[src/rtl/state_reg_pkg.sv]
// Shared definitions for the lane-serial state register: FSM encodings and
// the lane-index width helper.
package state_reg_pkg;

   typedef logic [1:0] state_t;

   localparam state_t ST_IDLE   = 2'b00;
   localparam state_t ST_ABSORB = 2'b01;
   localparam state_t ST_RUN    = 2'b10;
   localparam state_t ST_DONE   = 2'b11;

   function automatic int clog2(input int n);
      int r;
      r = 0;
      while ((1 << r) < n) r++;
      return r;
   endfunction

   // A single-lane configuration still needs a one-bit index.
   function automatic int lane_idx_w(input int lanes);
      return (lanes > 1) ? clog2(lanes) : 1;
   endfunction

endpackage

[src/rtl/state_reg_ctl_if.sv]
// Bus bundle for state_reg_ctl: run control, lane absorb handshake, round
// function loop and result handshake.
interface state_reg_ctl_if #(
   parameter int WIDTH  = 128,
   parameter int LANE_W = 32,
   parameter int CNT_W  = 6
);
   logic              start;
   logic              init;
   logic              xor_mode;
   logic              abort;
   logic [LANE_W-1:0] load_data;
   logic              load_valid;
   logic              load_ready;
   logic [WIDTH-1:0]  rf_in;
   logic [WIDTH-1:0]  so;
   logic [CNT_W-1:0]  round;
   logic              busy;
   logic              out_valid;
   logic              out_ready;

   modport master (
      output start, init, xor_mode, abort, load_data, load_valid, rf_in, out_ready,
      input  load_ready, so, round, busy, out_valid
   );

   modport slave (
      input  start, init, xor_mode, abort, load_data, load_valid, rf_in, out_ready,
      output load_ready, so, round, busy, out_valid
   );
endinterface

[src/rtl/state_reg_ctl_lane_insert.sv]
// Combinational lane merge: writes or XORs one LANE_W slice of the state,
// selected by the lane index, leaving all other bits untouched.
module lane_insert #(
   parameter int WIDTH  = 128,
   parameter int LANE_W = 32,
   parameter int LANES  = WIDTH / LANE_W,
   parameter int IDX_W  = 2
) (
   input  logic [WIDTH-1:0]  so_i,
   input  logic [LANE_W-1:0] load_data_i,
   input  logic [IDX_W-1:0]  lane_cnt_i,
   input  logic              xor_mode_i,
   output logic [WIDTH-1:0]  so_o
);

   always_comb begin
      so_o = so_i;
      for (int k = 0; k < LANES; k++) begin
         if (lane_cnt_i == IDX_W'(k)) begin
            so_o[k*LANE_W +: LANE_W] = xor_mode_i ? (so_i[k*LANE_W +: LANE_W] ^ load_data_i)
                                                  : load_data_i;
         end
      end
   end

endmodule

[src/rtl/state_reg_ctl.sv]
// Lane-serial permutation state register with absorb/run/done sequencing.
// Absorbs LANES lanes MSB-first, then applies exactly ROUNDS round updates.
//
//   state  | meaning
//   IDLE   | waiting for start; init reloads INIT_VALUE
//   ABSORB | accepting lanes, lane_cnt counts down to 0
//   RUN    | so <= rf_in every cycle, round counts 0..ROUNDS-1
//   DONE   | result held on so until out_ready
module state_reg_ctl
   import state_reg_pkg::*;
#(
   parameter int               WIDTH      = 128,
   parameter int               LANE_W     = 32,
   parameter logic [WIDTH-1:0] INIT_VALUE = '0,
   parameter int               ROUNDS     = 40,
   parameter int               CNT_W      = 6
) (
   input  logic          clk,
   input  logic          rst_n,
   state_reg_ctl_if.slave bus
);

   localparam int LANES = WIDTH / LANE_W;
   localparam int IDX_W = lane_idx_w(LANES);

   state_t             state_q,    state_d;
   logic [WIDTH-1:0]   so_q,       so_d;
   logic [IDX_W-1:0]   lane_cnt_q, lane_cnt_d;
   logic [CNT_W-1:0]   round_q,    round_d;
   logic [WIDTH-1:0]   so_ins;

   lane_insert #(
      .WIDTH  (WIDTH),
      .LANE_W (LANE_W),
      .LANES  (LANES),
      .IDX_W  (IDX_W)
   ) u_lane_insert (
      .so_i        (so_q),
      .load_data_i (bus.load_data),
      .lane_cnt_i  (lane_cnt_q),
      .xor_mode_i  (bus.xor_mode),
      .so_o        (so_ins)
   );

   always_comb begin
      state_d    = state_q;
      so_d       = so_q;
      lane_cnt_d = lane_cnt_q;
      round_d    = round_q;

      if (bus.abort) begin
         state_d    = ST_IDLE;
         lane_cnt_d = '0;
         round_d    = '0;
      end else begin
         case (state_q)
            ST_IDLE: begin
               if (bus.init) so_d = INIT_VALUE;
               if (bus.start) begin
                  state_d    = ST_ABSORB;
                  lane_cnt_d = IDX_W'(LANES - 1);
               end
            end
            ST_ABSORB: begin
               if (bus.load_valid) begin
                  so_d = so_ins;
                  if (lane_cnt_q == '0) begin
                     state_d = ST_RUN;
                     round_d = '0;
                  end else begin
                     lane_cnt_d = lane_cnt_q - IDX_W'(1);
                  end
               end
            end
            ST_RUN: begin
               so_d = bus.rf_in;
               if (round_q == CNT_W'(ROUNDS - 1)) begin
                  state_d = ST_DONE;
                  round_d = '0;
               end else begin
                  round_d = round_q + CNT_W'(1);
               end
            end
            ST_DONE: begin
               if (bus.out_ready) state_d = ST_IDLE;
            end
            default: state_d = ST_IDLE;
         endcase
      end
   end

   always_ff @(posedge clk or negedge rst_n) begin
      if (!rst_n) begin
         state_q    <= ST_IDLE;
         so_q       <= INIT_VALUE;
         lane_cnt_q <= '0;
         round_q    <= '0;
      end else begin
         state_q    <= state_d;
         so_q       <= so_d;
         lane_cnt_q <= lane_cnt_d;
         round_q    <= round_d;
      end
   end

   assign bus.so         = so_q;
   assign bus.round      = round_q;
   assign bus.load_ready = (state_q == ST_ABSORB);
   assign bus.busy       = (state_q == ST_ABSORB) || (state_q == ST_RUN);
   assign bus.out_valid  = (state_q == ST_DONE);

endmodule
[src/flat_wrapper.sv]
// flat-port wrapper written by rule: the top's interface ports become plain ports
module state_reg_ctl_flat import state_reg_pkg::*;
#(
   parameter int               WIDTH      = 128,
   parameter int               LANE_W     = 32,
   parameter logic [WIDTH-1:0] INIT_VALUE = '0,
   parameter int               ROUNDS     = 40,
   parameter int               CNT_W      = 6
)
  (clk, rst_n, bus_start, bus_init, bus_xor_mode, bus_abort, bus_load_data, bus_load_valid, bus_rf_in, bus_out_ready, bus_load_ready, bus_so, bus_round, bus_busy, bus_out_valid);
  state_reg_ctl_if #(.WIDTH(WIDTH), .LANE_W(LANE_W), .CNT_W(CNT_W)) bus_i ();
  input  logic clk;
  input  logic rst_n;
  input wire logic [$bits(bus_i.start)-1:0] bus_start;
  input wire logic [$bits(bus_i.init)-1:0] bus_init;
  input wire logic [$bits(bus_i.xor_mode)-1:0] bus_xor_mode;
  input wire logic [$bits(bus_i.abort)-1:0] bus_abort;
  input wire logic [$bits(bus_i.load_data)-1:0] bus_load_data;
  input wire logic [$bits(bus_i.load_valid)-1:0] bus_load_valid;
  input wire logic [$bits(bus_i.rf_in)-1:0] bus_rf_in;
  input wire logic [$bits(bus_i.out_ready)-1:0] bus_out_ready;
  output wire logic [$bits(bus_i.load_ready)-1:0] bus_load_ready;
  output wire logic [$bits(bus_i.so)-1:0] bus_so;
  output wire logic [$bits(bus_i.round)-1:0] bus_round;
  output wire logic [$bits(bus_i.busy)-1:0] bus_busy;
  output wire logic [$bits(bus_i.out_valid)-1:0] bus_out_valid;
  assign bus_i.start = bus_start;
  assign bus_i.init = bus_init;
  assign bus_i.xor_mode = bus_xor_mode;
  assign bus_i.abort = bus_abort;
  assign bus_i.load_data = bus_load_data;
  assign bus_i.load_valid = bus_load_valid;
  assign bus_i.rf_in = bus_rf_in;
  assign bus_i.out_ready = bus_out_ready;
  assign bus_load_ready = bus_i.load_ready;
  assign bus_so = bus_i.so;
  assign bus_round = bus_i.round;
  assign bus_busy = bus_i.busy;
  assign bus_out_valid = bus_i.out_valid;
  state_reg_ctl #(.WIDTH(WIDTH), .LANE_W(LANE_W), .INIT_VALUE(INIT_VALUE), .ROUNDS(ROUNDS), .CNT_W(CNT_W)) u_core (.clk(clk), .rst_n(rst_n), .bus(bus_i));
endmodule
[config.mk]
export PLATFORM = sky130hd
export DESIGN_NAME = state_reg_ctl_flat
export DESIGN_NICKNAME = d
export VERILOG_FILES = /design/src/rtl/state_reg_pkg.sv /design/src/rtl/state_reg_ctl_if.sv /design/src/rtl/state_reg_ctl_lane_insert.sv /design/src/rtl/state_reg_ctl.sv /design/src/flat_wrapper.sv
export SDC_FILE = /design/constraint.sdc
export NUM_CORES = 1
export LEC_CHECK = 0
export ABC_AREA = 1
export BUFFER_PORTS_ARGS = -buffer_cell sky130_fd_sc_hd__buf_2
export CAP_MARGIN = 20
export CORE_MARGIN = 2
export CORE_UTILIZATION = 50
export DETAILED_ROUTE_END_ITERATION = 8
export PLACE_DENSITY = 0.81
export SYNTH_ARGS = -nofsm -noshare
export SYNTH_HDL_FRONTEND = slang
export SYNTH_SLANG_ARGS = --single-unit
[constraint.sdc]
create_clock -name clk -period 2.1 [get_ports clk]
set_clock_uncertainty 0.05 [all_clocks]
set_input_delay 0.105 -clock clk [delete_from_list [all_inputs] [get_ports clk]]
set_output_delay 0.105 -clock clk [all_outputs]
set_load 0.03 [all_outputs]
==> results.txt, run 1 <==
After synthesis, the mean cell area works out to 6.64 sq um. The worst setup path is captured at a flop. The per-cell routed wire length came out at 17.7 um. The final number of setup-violating endpoints came out at 0. Setup repair after global routing left no endpoint under its margin.

The cell class contributing the biggest share of worst-path delay is buffers and inverters. Fill cells in the final layout number 1450. The total count of hold-check failures in the final report came to 0.

Summing all multi-input logic gate instances after layout gives 4990 sq um. The most numerous cell type found on the critical path is sky130_fd_sc_hd__nand2_1. The CTS tree is done. After detailed routing, the total wire length is 35000 um.

The total number of H-tree levels is 4. The power density over the cells came out at 1490 nW/um^2. After synthesis the netlist holds a flip-flop and latch count of 138.

For this run, the number of Yosys warnings is 0. The die is 140 um tall. The maximum fanout along the worst path is 128. After the first detailed-routing iteration, the DRC count stood at 1325. The I/O pin count came out at 305. The share of cells above drive strength 1 is 0.213.

The net total in the final layout is 1908. Compared with the post-synthesis result, the final layout area differs by 36.1%. The worst setup path is of the flop to flop kind. After detailed routing, the number of vias per cell comes to 5.84. The site row count is 49. No sink is reached through more buffers than the 2 on the longest clock path. The number of global-route vias before repair is 11.0k. The post-layout instance area came out at 12600 sq um.

The number of max-cap violations came out at 0. The remaining global-route overflow came out at 0. The first detailed-routing pass took 7 iterations. The count of buffers added on input and output ports is 304. The worst setup path is launched from a flop. The combined buffer and inverter count along the critical path came out at 2.

The number of sinks driven by the clock tree came out at 138. The number of setup buffers added after CTS came out at 0. By area the synthesized netlist is led by sky130_fd_sc_hd__dfrtp_1 (37%), sky130_fd_sc_hd__nand2_1 (22%), sky130_fd_sc_hd__nand3_1 (14%). For this configuration, the core starts out at a cell density of 0.513.

In the synthesized netlist, the number of instances is 1392. From left edge to right edge, the die measures 140 um. The worst pin sits at a relative slew slack of 0.528. The cell area after synthesis is 9240 sq um. In this run the clock root is driven by a sky130_fd_sc_hd__clkbuf_16. The share of Yosys cell area claimed by the top area cell type is 0.374. After synthesis, the largest family of logic cells by area is simple AND/OR/NAND/NOR gates.

The final cycle utilization of the critical path came out at 0.960. The total via count after detailed routing came out at 11.5k. The area share of xor/xnor cells in the synthesized design came out at 0. For the worst setup path, the data arrival time is 2330 ps. The congestion estimate from routability-driven global placement came to 0.870.

The global-route wire length before repair came out at 55500 um. The maximum clock frequency is 0.496 GHz. The HPWL after detailed placement is 21000 um.

In the layout the commonest cells are sky130_fd_sc_hd__nand2_1 (538), sky130_fd_sc_hd__buf_2 (302), sky130_fd_sc_hd__nand3_1 (264), sky130_fd_sc_hd__dfrtp_1 (138), sky130_fd_sc_hd__a21oi_1 (133). The clock latency on the worst-skew pair is 430 ps. The leakage component of the power is 6.45 nW. The pin count of the biggest net entering global routing is 129. The number of nets in the synthesized netlist came out at 1569. The area of the die came out at 19600 sq um. The proportion of synthesized chip area in sequential cells came out at 0.374.

The fraction of synthesized area in multiplexers came out at 0. The critical path goes through inv_1 -> ha_4 -> buf_12 -> nand2_1 -> o21ai_1 -> nand3_1 -> nand2_1. Data on the critical path is required at its endpoint by 2410 ps. The flow ran to the end, and the final reports show no timing, DRC or antenna violations. The number of different library cells used by synthesis comes to 21. The aggregate global-route resource usage came out at 0.350. The number of antenna violations at the first check in global routing is 2. The number of nets with antenna violations after detailed routing came out at 0. The sequential cell area came out at 3450 sq um. After detailed routing, the number of remaining DRC violations is 0. The total negative setup slack is 0 ps. The synthesized design spends more area on one cell type than any other, namely sky130_fd_sc_hd__dfrtp_1.

The number of pins with negative max-slew slack in the final report came out at 0. The number of buffers added by the clock tree synthesis step came out at 17. The library cell used most frequently in the layout, excluding fill and tap cells, is sky130_fd_sc_hd__nand2_1. The measured slew at the worst slew-check pin came out at 708 ps.

For this run, the slowest stage of the critical path takes 450 ps. Among all stages on the critical path, the largest delay is contributed by sky130_fd_sc_hd__dfrtp_1. The arithmetic-cell share of the synthesized area counting full adders, half adders and majority gates came out at 0.0122. The worst vdd rail ir drop is 0.985 mV.

Clock-pin slew was measured on the worst setup and hold paths at 60 ps. The post-layout minimum cycle time came out at 2020 ps. The simple logic cell fraction of the synthesized area is 0.378. The min-delay analysis places its worst path in the category input port to flop.

The total core area is 18000 sq um. The area of placed instances came out at 10700 sq um. The fraction of the mapped netlist area in compound gates is 0.146.
cell usage after synthesis:
master	count
sky130_fd_sc_hd__nand2_1	538
sky130_fd_sc_hd__buf_6	25
sky130_fd_sc_hd__nand2_4	1
sky130_fd_sc_hd__nor2_1	14
sky130_fd_sc_hd__o21ai_0	13
sky130_fd_sc_hd__buf_1	3
sky130_fd_sc_hd__inv_4	4
sky130_fd_sc_hd__nor2_4	5
sky130_fd_sc_hd__nand3_1	264
sky130_fd_sc_hd__buf_4	1
sky130_fd_sc_hd__inv_2	1
sky130_fd_sc_hd__buf_2	54
sky130_fd_sc_hd__nand3_4	1
sky130_fd_sc_hd__inv_1	18
sky130_fd_sc_hd__ha_1	9
sky130_fd_sc_hd__dfrtp_1	138
sky130_fd_sc_hd__o211ai_1	1
sky130_fd_sc_hd__clkbuf_1	45
sky130_fd_sc_hd__o21ai_1	122
sky130_fd_sc_hd__nand4_1	2
sky130_fd_sc_hd__a21oi_1	133
area by class of cell:
class,instances,area share
inverters,23,0.00766
repair buffers,448,0.244
flip-flops and latches,138,0.275
multi-input cells,1103,0.397
clock inverters,12,0.0174
clock buffers,20,0.0363
well taps,229,0.0228
diodes,2,0.000398
flip-flops by register name, indices dropped and copies added, names as in the netlist:
signal / cells
u_core.lane_cnt_q: 2
u_core.state_q: 2
u_core.bus.round: 6
u_core.bus.so: 128
layer usage:
metal	vias up	track usage	share of wire
met5	-	0	0
met4	0	0.204	0.050
met3	166	0.0814	0.11
met2	835	0.548	0.46
met1	5237	0.445	0.38
li1	5293	-	-
path summary, 6_finish.rpt:
path                       depth (start not counted)  slack (ps)                  end         startpoint
max                                                7          80    u_core.bus.so[38]  u_core.state_q[0]
min                                                5           9   u_core.bus.so[123]     bus_rf_in[123]
max reg2reg                                        7          80    u_core.bus.so[38]  u_core.state_q[0]
min reg2reg                                        2         480    u_core.bus.so[47]  u_core.bus.so[47]
max in group asynchronous                          3        1190  u_core.bus.round[5]              rst_n
min in group asynchronous                          2         150    u_core.bus.so[19]              rst_n
repair_timing:
action                                 CTS  global route
hold buffers                           123             0
gates resized for setup                  0             0
endpoints found under the hold margin  167             0
power by group:
| group | switching, mW | internal, mW | leakage [nW] |
|---|---|---|---|
| Combinational | 7.11 | 2.97 | 4.23 |
| Sequential | 1.32 | 3.85 | 1.89 |
| Clock | 1.19 | 2.29 | 0.326 |
| Total | 9.61 | 9.10 | 6.45 |
worst min-delay path, delay by kind of cell:
| kind | cells | cell delay [ps] |
|---|---|---|
| compound gates | 1 | 60 |
| simple gates | 3 | 170 |
| buf+inv | 1 | 110 |
stage by stage:
stage / utilization / instances / total power, mW / hold slack (ps) / worst slack [ps]
CTS: 0.698 / 1973 / 18.5 / 1.56 / 107
detailed placement: 0.592 / 1818 / 14.8 / 39.9 / 282
global placement: 0.592 / 1818 / 14.5 / 36.4 / 360
floorplan: - / 1392 / 11.9 / -241 / 331
global route: 0.698 / 1975 / 19.8 / 9.84 / 37.3
finish: 0.698 / 1975 / 18.7 / 8.93 / 84.0
cells by family after synthesis:
logic type | after synthesis
buf+inv | 151
flops | 138
simple gates | 825
fa+ha+maj | 9
compound gates | 269
Note: power is estimated with default switching activity, not from simulation.
==> inputs of run 2 (changes only) <==
--- a/config.mk
+++ b/config.mk
@@ -9,9 +9,10 @@
 export BUFFER_PORTS_ARGS = -buffer_cell sky130_fd_sc_hd__buf_2
 export CAP_MARGIN = 20
 export CORE_MARGIN = 2
-export CORE_UTILIZATION = 50
+export CORE_UTILIZATION = 30
 export DETAILED_ROUTE_END_ITERATION = 8
-export PLACE_DENSITY = 0.81
+export PLACE_DENSITY = 0.54
+export RECOVER_POWER = 50
 export SYNTH_ARGS = -nofsm -noshare
 export SYNTH_HDL_FRONTEND = slang
 export SYNTH_SLANG_ARGS = --single-unit
==> run 2 against run 1 <==
The run now ends with capacitance limit, slew limit left. Die area rose by 65%. Hold slack improved by 10 ps. Final area is 0.40% higher. Worst setup slack improved by 55 ps. Total power shrank 3.7%. Routed wire length is 4.1% higher. Sequential power about the same. Fmax grew 2.8%. Register-to-register slack improved by 80 ps. Non-clock buffer count grew 6. Core utilization shrank 28 points. Flip-flop and latch count unchanged.
==> results.txt, run 2 (synthesis gave the netlist of run 1 again) <==
The maximum single-stage delay on the critical path is 440 ps (was 450 ps). The DRC violation count after routing is 0 (unchanged). The aggregate global-route resource usage was 0.223 (was 0.350). The cell class contributing the biggest share of worst-path delay is buffers and inverters (unchanged). The endpoint type of the worst setup path is an output pin (was flop). The number of flip-flops in the largest register came out at 128 (unchanged). The share of cells above drive strength 1 is 0.174 (was 0.213). The number of sinks driven by the clock tree came out at 138 (unchanged). The initial cell density of the core came out at 0.304 (was 0.513). The sequential cell area is 3450 sq um (unchanged). The headroom to the max-slew limit came out at -0.0270 (was 0.528).

The leakage component of the power is 6.13 nW (was 6.45 nW). The maximum clock insertion buffer count is 2 (unchanged). The pin count of the biggest net entering global routing came out at 129 (unchanged).

The share of the core filled with cells in the final layout was 0.415 (was 0.698). The number of max-cap violations is 1 (was 0). The clock latency on the worst-skew pair came out at 410 ps (was 430 ps). The start-to-end type of the worst setup path is flop to output pin (was flop to flop). The DRC marker count from the first detailed-route iteration is 923 (was 1325). The signal arrival time at the worst endpoint is 1810 ps (was 2330 ps). The power density over the cells was 1430 nW/um^2 (was 1490 nW/um^2). The number of global-route vias before repair is 10.4k (was 11.0k). The total core area is 30400 sq um (was 18000 sq um). The combined area of the multi-input logic cells came out at 4990 sq um (unchanged).

The number of setup buffers added after CTS came out at 0 (unchanged). Cell Chain, Critical Path: inv_1 -> ha_4 -> buf_12 -> buf_2 (was inv_1 -> ha_4 -> buf_12 -> nand2_1 -> o21ai_1 -> nand3_1 -> nand2_1). The cell with the biggest individual delay on the critical path is sky130_fd_sc_hd__dfrtp_1 (unchanged). The clock root buffer master is sky130_fd_sc_hd__clkbuf_16 (unchanged).

The number of detailed-routing iterations run before antenna repair came out at 6 (was 7). The area of placed instances is 10900 sq um (was 10700 sq um). Commonest cells after routing, fill and taps aside: sky130_fd_sc_hd__nand2_1 (538), sky130_fd_sc_hd__nand3_1 (264), sky130_fd_sc_hd__buf_2 (234), sky130_fd_sc_hd__dfrtp_1 (138), sky130_fd_sc_hd__a21oi_1 (133) (was sky130_fd_sc_hd__nand2_1 (538), sky130_fd_sc_hd__buf_2 (302), sky130_fd_sc_hd__nand3_1 (264), sky130_fd_sc_hd__dfrtp_1 (138), sky130_fd_sc_hd__a21oi_1 (133)). The chip width came to 180 um (was 140 um). The post-layout minimum cycle time is 1960 ps (was 2020 ps). The final routed wirelength across all metal layers is 36400 um (was 35000 um). The final cycle utilization of the critical path is 0.934 (was 0.960). The total negative setup slack came out at 0 ps (unchanged). The worst hold-check path type is input port to flop (unchanged). The post-layout instance area is 12600 sq um (about the same). The leading cell type in the layout, fill and taps excluded is sky130_fd_sc_hd__nand2_1 (unchanged). The required time at the endpoint of the critical path is 1950 ps (was 2410 ps). The final reports fail on capacitance limit, slew limit. The number of nets with antenna violations after detailed routing is 0 (unchanged). The per-cell routed wire length is 17.0 um (was 17.7 um). The final number of setup-violating endpoints is 0 (unchanged).

The number of port buffers was 304 (unchanged). The remaining global-route overflow was 0 (unchanged). The area of the die is 32200 sq um (was 19600 sq um). The global-route wire length before repair came out at 58300 um (was 55500 um). The number of diodes added for antenna fixing came out at 0 (was 2). The clock-pin slew of the registers on the worst-case setup and hold paths came to 60 ps (about the same).

The register with the most flip-flops is u_core.bus.so (unchanged). The worst vdd rail ir drop came out at 0.671 mV (was 0.985 mV). The least setup slack across all paths after layout is 139 ps (was 84.0 ps). The height of the chip came out at 180 um (was 140 um).

The maximum clock frequency came out at 0.510 GHz (was 0.496 GHz). The per-cell via count in the routed design is 5.04 (was 5.84). The filler cell count in the final layout was 3223 (was 1450). The HPWL after detailed placement came to 23300 um (was 21000 um).

The measured slew at the worst slew-check pin came out at 1540 ps (was 708 ps). The critical path launch point type was a flop (unchanged). Outcome: complete, but fails checks (was finished, final reports clean). The number of buffers added by the clock tree synthesis step came out at 17 (unchanged). The I/O pin count came to 305 (unchanged). The minimum setup slack after placement was 202 ps (was 282 ps). Setup repair after global routing missed its margin: no (unchanged).

The net total in the final layout came out at 1914 (was 1908). The total count of hold-check failures in the final report came to 0 (unchanged). The total number of H-tree levels is 4 (unchanged).

The maximum fanout along the worst path came out at 64 (was 128). The last weighted congestion value of the routability-driven placer came out at 0.769 (was 0.870). The growth of design area from synthesis to finish came out at 36.7% (was 36.1%). The combined buffer and inverter count along the critical path came out at 3 (was 2). The total via count after detailed routing was 10.8k (was 11.5k). The CTS tree is done (unchanged). The number of pins with negative max-slew slack in the final report came to 51 (was 0). The number of antenna violations at the first check in global routing came out at 0 (was 2). The site row count is 64 (was 49).
run 2: final timing paths:
check / startpoint / end / slack, ps / cells past startpoint
worst max register to register: u_core.state_q[0] / u_core.bus.so[68] / 160 / 7
max in group asynchronous: rst_n / u_core.bus.so[113] / 350 / 3
worst min register to register: u_core.bus.so[66] / u_core.bus.so[66] / 480 / 2
min in group asynchronous: rst_n / u_core.bus.so[114] / 540 / 2
worst min-delay path: bus_abort / u_core.state_q[1] / 20 / 4
worst max-delay path: u_core.state_q[1] / bus_load_ready / 140 / 4
run 2: worst register-to-register path, stage by stage (launching register included):
cell	delay, ps
sky130_fd_sc_hd__dfrtp_1	440
sky130_fd_sc_hd__inv_1	180
sky130_fd_sc_hd__ha_4	180
sky130_fd_sc_hd__buf_12	410
sky130_fd_sc_hd__nand2_1	340
sky130_fd_sc_hd__o21ai_0	120
sky130_fd_sc_hd__nand3_1	90
sky130_fd_sc_hd__nand2_1	60
run 2: metrics by stage:
stage	instances	total power, mW	hold WS, ps
3_3_place_gp	1988	14.8	67.6
4_1_cts	2146	18.3	5.20
2_1_floorplan	1392	11.9	-241
6_report	2146	18.0	18.9
3_5_place_dp	1988	15.0	65.0
5_1_grt	2146	19.4	17.1
run 2: what timing repair did:
item	in CTS	in global routing
gates resized for setup	0	0
endpoints found under the hold margin	172	0
hold buffers	126	0
setup endpoints to repair	0	0
run 2: metal layers:
layer | global-route usage | share of wire
met3 | 0.0470 | 0.064
met4 | 0.0624 | 0.019
met5 | 0 | 0
met2 | 0.355 | 0.46
met1 | 0.305 | 0.46
run 2: report_power, final:
group / internal, mW / total (mW) / switching [mW]
clock: 1.76 / 3.05 / 1.29
combinational: 2.75 / 9.80 / 7.05
sequential: 3.85 / 5.18 / 1.33
run 2: cell type report:
type	instances	area share
Tap cell	396	0.0392
Multi-Input combinational cell	1103	0.395
Sequential cell	138	0.273
Clock buffer	19	0.0343
Timing Repair Buffer	454	0.239
Clock inverter	13	0.0115
Inverter	23	0.00763
